==> src/rtl/bitwise_logic_pipe.sv <==
// Purpose : pipelined bitwise logic unit (8 ops incl. LOAD/ACC_XOR accumulator) with valid/ready.
// Latency : STAGES cycles from the accept edge to out_valid, one result per cycle when unstalled.
// Backpr. : out_valid && !out_ready freezes every stage and drops in_ready; no in_valid->in_ready path.
module bitwise_logic_pipe #(
  parameter int WIDTH  = 8,
  parameter int STAGES = 2
) (
  input  logic             clk,
  input  logic             reset,
  input  logic             in_valid,
  output logic             in_ready,
  input  logic [WIDTH-1:0] a,
  input  logic [WIDTH-1:0] b,
  input  logic [2:0]       op,
  output logic             out_valid,
  input  logic             out_ready,
  output logic [WIDTH-1:0] y,
  output logic             zero,
  output logic             busy
);

  localparam logic [2:0] OP_AND     = 3'd0;
  localparam logic [2:0] OP_OR      = 3'd1;
  localparam logic [2:0] OP_XOR     = 3'd2;
  localparam logic [2:0] OP_NAND    = 3'd3;
  localparam logic [2:0] OP_NOR     = 3'd4;
  localparam logic [2:0] OP_XNOR    = 3'd5;
  localparam logic [2:0] OP_LOAD    = 3'd6;
  localparam logic [2:0] OP_ACC_XOR = 3'd7;

  // Reject unsupported geometries at elaboration time.
  generate
    if (WIDTH < 1 || WIDTH > 32 || STAGES < 1 || STAGES > 4) begin : g_bad_param
      $error("bitwise_logic_pipe: WIDTH must be 1..32 and STAGES 1..4");
    end
  endgenerate

  logic              stall;
  logic              accept;
  logic [WIDTH-1:0]  result;
  logic [WIDTH-1:0]  acc;
  logic [STAGES-1:0] stg_vld;
  logic [WIDTH-1:0]  stg_dat [STAGES];

  // The whole pipe moves in lockstep, so a full output stage blocks everything behind it.
  assign stall    = out_valid && !out_ready;
  assign in_ready = !stall;
  assign accept   = in_valid && in_ready;

  // Operation decode; the accumulator is read here so back-to-back ACC_XOR sees the latest value.
  always_comb begin
    result = '0;
    case (op)
      OP_AND:     result = a & b;
      OP_OR:      result = a | b;
      OP_XOR:     result = a ^ b;
      OP_NAND:    result = ~(a & b);
      OP_NOR:     result = ~(a | b);
      OP_XNOR:    result = ~(a ^ b);
      OP_LOAD:    result = a;
      OP_ACC_XOR: result = acc ^ a;
      default:    result = '0;
    endcase
  end

  // Accumulator lives in the accept stage and only changes on an accepted LOAD/ACC_XOR.
  always_ff @(posedge clk or posedge reset) begin
    if (reset) begin
      acc <= '0;
    end else if (accept && (op == OP_LOAD || op == OP_ACC_XOR)) begin
      acc <= result;
    end
  end

  // Stage shift: valid bits (bubbles included) always advance; data only follows a valid
  // entry so the output word keeps its last real value across bubbles.
  always_ff @(posedge clk or posedge reset) begin
    if (reset) begin
      stg_vld <= '0;
      for (int i = 0; i < STAGES; i++) begin
        stg_dat[i] <= '0;
      end
    end else if (!stall) begin
      stg_vld[0] <= accept;
      if (accept) begin
        stg_dat[0] <= result;
      end
      for (int i = 1; i < STAGES; i++) begin
        stg_vld[i] <= stg_vld[i-1];
        if (stg_vld[i-1]) begin
          stg_dat[i] <= stg_dat[i-1];
        end
      end
    end
  end

  assign out_valid = stg_vld[STAGES-1];
  assign y         = stg_dat[STAGES-1];
  assign zero      = out_valid && (y == '0);
  assign busy      = |stg_vld;

endmodule
==> config.mk <==
export PLATFORM = sky130hd
export DESIGN_NAME = bitwise_logic_pipe
export DESIGN_NICKNAME = d
export VERILOG_FILES = /design/src/rtl/bitwise_logic_pipe.sv
export SDC_FILE = /design/constraint.sdc
export NUM_CORES = 1
export LEC_CHECK = 0
export ABC_CLOCK_PERIOD_IN_PS = 1750
export CORE_AREA = 3 3 79 81
export DETAILED_ROUTE_END_ITERATION = 16
export DIE_AREA = 0 0 82 84
export PLACE_DENSITY_LB_ADDON = 0.05
export RECOVER_POWER = 25
export SYNTH_ARGS = -nofsm -noshare
export SYNTH_HDL_FRONTEND = slang
export SYNTH_SLANG_ARGS = --single-unit
==> constraint.sdc <==
create_clock -name clk -period 1.75 [get_ports clk]
set_input_delay 0.175 -clock clk [delete_from_list [all_inputs] [get_ports clk]]
set_output_delay 0.175 -clock clk [all_outputs]
set_load 0.05 [all_outputs]
==> run summary <==
status - complete, but fails checks
failing checks - setup timing
Crit path arrival time - 1.58 ns
Routed Antenna Nets - 0
Synth area leaders - dfrtp_1 (33%), ha_1 (10%), mux2_2 (8.0%), buf_4 (3.8%), inv_1 (3.8%)
Mapped Area - 1980 um2
CP startpoint - y[2]
largest family of logic cells by synthesized area - compound AO/OA/AOI/OAI gates
largest net degree at the start of global routing - 27
GPL Wtd Cong - 0.786
core area - 5540 um2
GR Util met1 - 19.7%
Layout Nets - 312
Slowest cell on crit path - dfrtp_1
filler instances - 567
total negative slack - -0.00120 ns
worst-margin pin slew - 0.678 ns
Syn-to-layout area delta - 35.2%
Post-Synth XOR/XNOR Area - 2.66%
Critical Path End Type - primary output
number of buffers created by CTS - 3
Simple-Gate Fraction of Synth Area - 15.0%
Placed Cells - 339
Final period util - 100%
relative slew slack - 54.8%
final WL - 4750 um
final setup fails - 1
IO buf count - 34
vias in the first global route - 1779
cell count after synthesis - 214
prevailing post-synth register cell - dfrtp_1
Adder-Cell Fraction of Synth Area - 10.1%
TritonCTS clock tree - done
Max H-tree Level - 1
cell area after layout - 2670 um2
ys async rst share - 100%
Top delay family on crit path - simple AND/OR/NAND/NOR gates
pwr dens - 894 nW/um2
Tot GR Track Use - 14.6%
initial antenna violation count - 0
Hold Path Class - flop to flop
pre-CTS setup slack - -0.178 ns
met2 Use GR - 23.9%
share of cells above drive strength 1 - 27.2%
critical path peak fanout - 3
cells along the critical path - nor4_2 -> nand2_1 -> nor4b_4 -> buf_12
CP Launch Type - flop
clock-pin slew on the worst setup and hold paths - 0.10 ns
count of cell types in the netlist - 48
critical path class - flop to primary output
WP depth - 4
Initial Utilization - 35.7%
Die ar. - 6890 um2
HPWL Detailed - 3800 um
die width - 82 um
maximum clock frequency - 0.571 GHz
Worst-Skew Late Latency - 0.27 ns
Worst Hold Launch - stg_dat[12]
Yosys warning count - 0
site row count - 27
Bufs on Longest Clock Path - 2
Most Crowded Layer GR - met2
Synth area leader - dfrtp_1
mean area per synthesized cell - 9.24 um2
Seq/Total Area, Yosys - 32.9%
root buf cell - clkbuf_8
Pwr Total - 0.00239 W
DRC - 0
global routing usage on met3 - 1.73%
Lkg Pwr - 1.23 nW
Clock Sinks - 26
maximum vdd ir drop - 641 uV
Synth top area share - 32.9%
first-pass GRT wire length - 8070 um
min Tclk post-route - 1.75 ns
max-slew violations - 0
multiplexer share of the synthesized area - 9.49%
chip height - 84 um
unrepaired setup endpoints after global routing - true
initial drt markers - 58
EDFF count, synth - 0
fin cells - 344
placed cell areas - 2600 um2
worst reg2reg path startpoint - acc[7]
cell count of the worst reg-to-reg path - 4
PnR worst setup slack - -0.00120 ns
GRT Residual Overflow - 0
worst endpoint required time - 1.57 ns
Yosys reg bits - 26
Via density - 5.01
Max-cap violations - 0
via count - 1723
WL/cell - 13.8 um
crit path buf inv count - 1
Hold Path Cell Cnt - 2
1st-pass router iterations - 4
compound-cell area share of the yosys netlist - 18.8%
Hold Vio Cnt, Final - 0
number of antenna diodes - 0
Ports - 35
Mapped Nets - 253
critical path's largest stage delay - 0.42 ns
Setup Skew - 0.0112 ns
power breakdown:
part	total, W	switching (W)	internal (W)
Clock	0.000358	0.000195	0.000163
Sequential	0.000912	0.000142	0.000770
Combinational	0.00112	0.000616	0.000505
cell usage in the layout, fill, tap and decap left out, types with 2 or more instances in the layout:
master           instances
o41ai_1                  3
o32ai_1                  2
mux2i_1                  3
nand2_1                 14
buf_12                   2
dfrtp_1                 25
o22ai_1                  2
ha_1                    16
nor3b_1                  3
o21ai_0                  8
buf_4                   41
nor2_1                  15
inv_1                   19
mux2_2                  14
nand2b_1                 7
a21o_1                   2
clkdlybuf4s50_1         29
xnor2_1                  6
nand2_4                  2
a21oi_1                 10
nor2b_1                  3
o211ai_1                 3
clkbuf_8                 3
o31ai_1                  4
a211oi_1                 5
nor3_1                   2
path summary, 6_finish.rpt:
path                       slack, ns     endpoint
min in group asynchronous       0.51         y[6]
max in group asynchronous       0.77   stg_vld[1]
max                           -0.001         zero
max reg2reg                     0.27  stg_dat[15]
min reg2reg                     0.48  stg_dat[12]
min                             0.48  stg_dat[12]
metal layers:
metal  wire [um]  share of wire [%]
met2        2240                 47
met3         150                3.2
met4          40               0.84
met1        2310                 49
met5           0                  0
synthesized netlist by cell type, types with 2 or more instances:
cell and count:
o31ai_1 4, nand2_1 16, a211oi_1 5, ha_1 16, nor2_1 15, xnor2_1 6, dfrtp_1 26, o41ai_1 4
nor2b_1 3, nor3_1 2, nor4_1 2, buf_2 5, mux2_2 14, inv_1 20, a21o_1 2, o21ai_0 8
mux2i_1 3, o211ai_1 3, buf_4 10, o22ai_1 2, nor3b_1 3, buf_6 3, a21oi_1 10, o32ai_1 2
nand2b_1 7
final cells by class:
class | instances | area (um2) | share of cell area (%)
Clock buffer | 4 | 45.0 | 1.68
Timing Repair Buffer | 74 | 653 | 24.4
Sequential cell | 26 | 652 | 24.4
Inverter | 20 | 78.8 | 2.95
Tap cell | 72 | 90.1 | 3.37
Multi-Input combinational cell | 148 | 1150 | 43.2
kinds of logic (layout without fill, tap and decap cells):
group / count (synthesis) / after routing
xor gates and xnor gates: 6 / 6
and+or+nand+nor: 57 / 57
muxes: 17 / 17
AOI/OAI and AO/OA: 52 / 52
DFF: 26 / 26
buffers and inverters: 40 / 98
adders and majority gates: 16 / 16
through the flow:
step                hold WS (ns)  util (%)
detailed placement         0.460      47.0
global route               0.532      48.3
CTS                        0.268      47.9
finish                     0.484      48.3
global placement           0.466      47.0
floorplan                  0.215         -
registers in the layout, indices dropped and copies added (netlist names):
name and flops:
y 8, stg_dat 8, stg_vld 2, acc 8
worst register-to-register path: stages, from the launching register on:
cell and delay (ns):
dfrtp_1 0.41, and3b_1 0.18, o221a_2 0.29, a2111oi_2 0.35, o31ai_1 0.13
what timing repair did:
action | 4_1_cts | 5_1_grt
resized for setup | 1 | 2
pin swaps | 0 | 2
hold buffers | 0 | 0
setup buffers | 0 | 1
cloned | 0 | 0
endpoints found under the setup margin | 1 | 2
(Power assumes the default switching activity.)
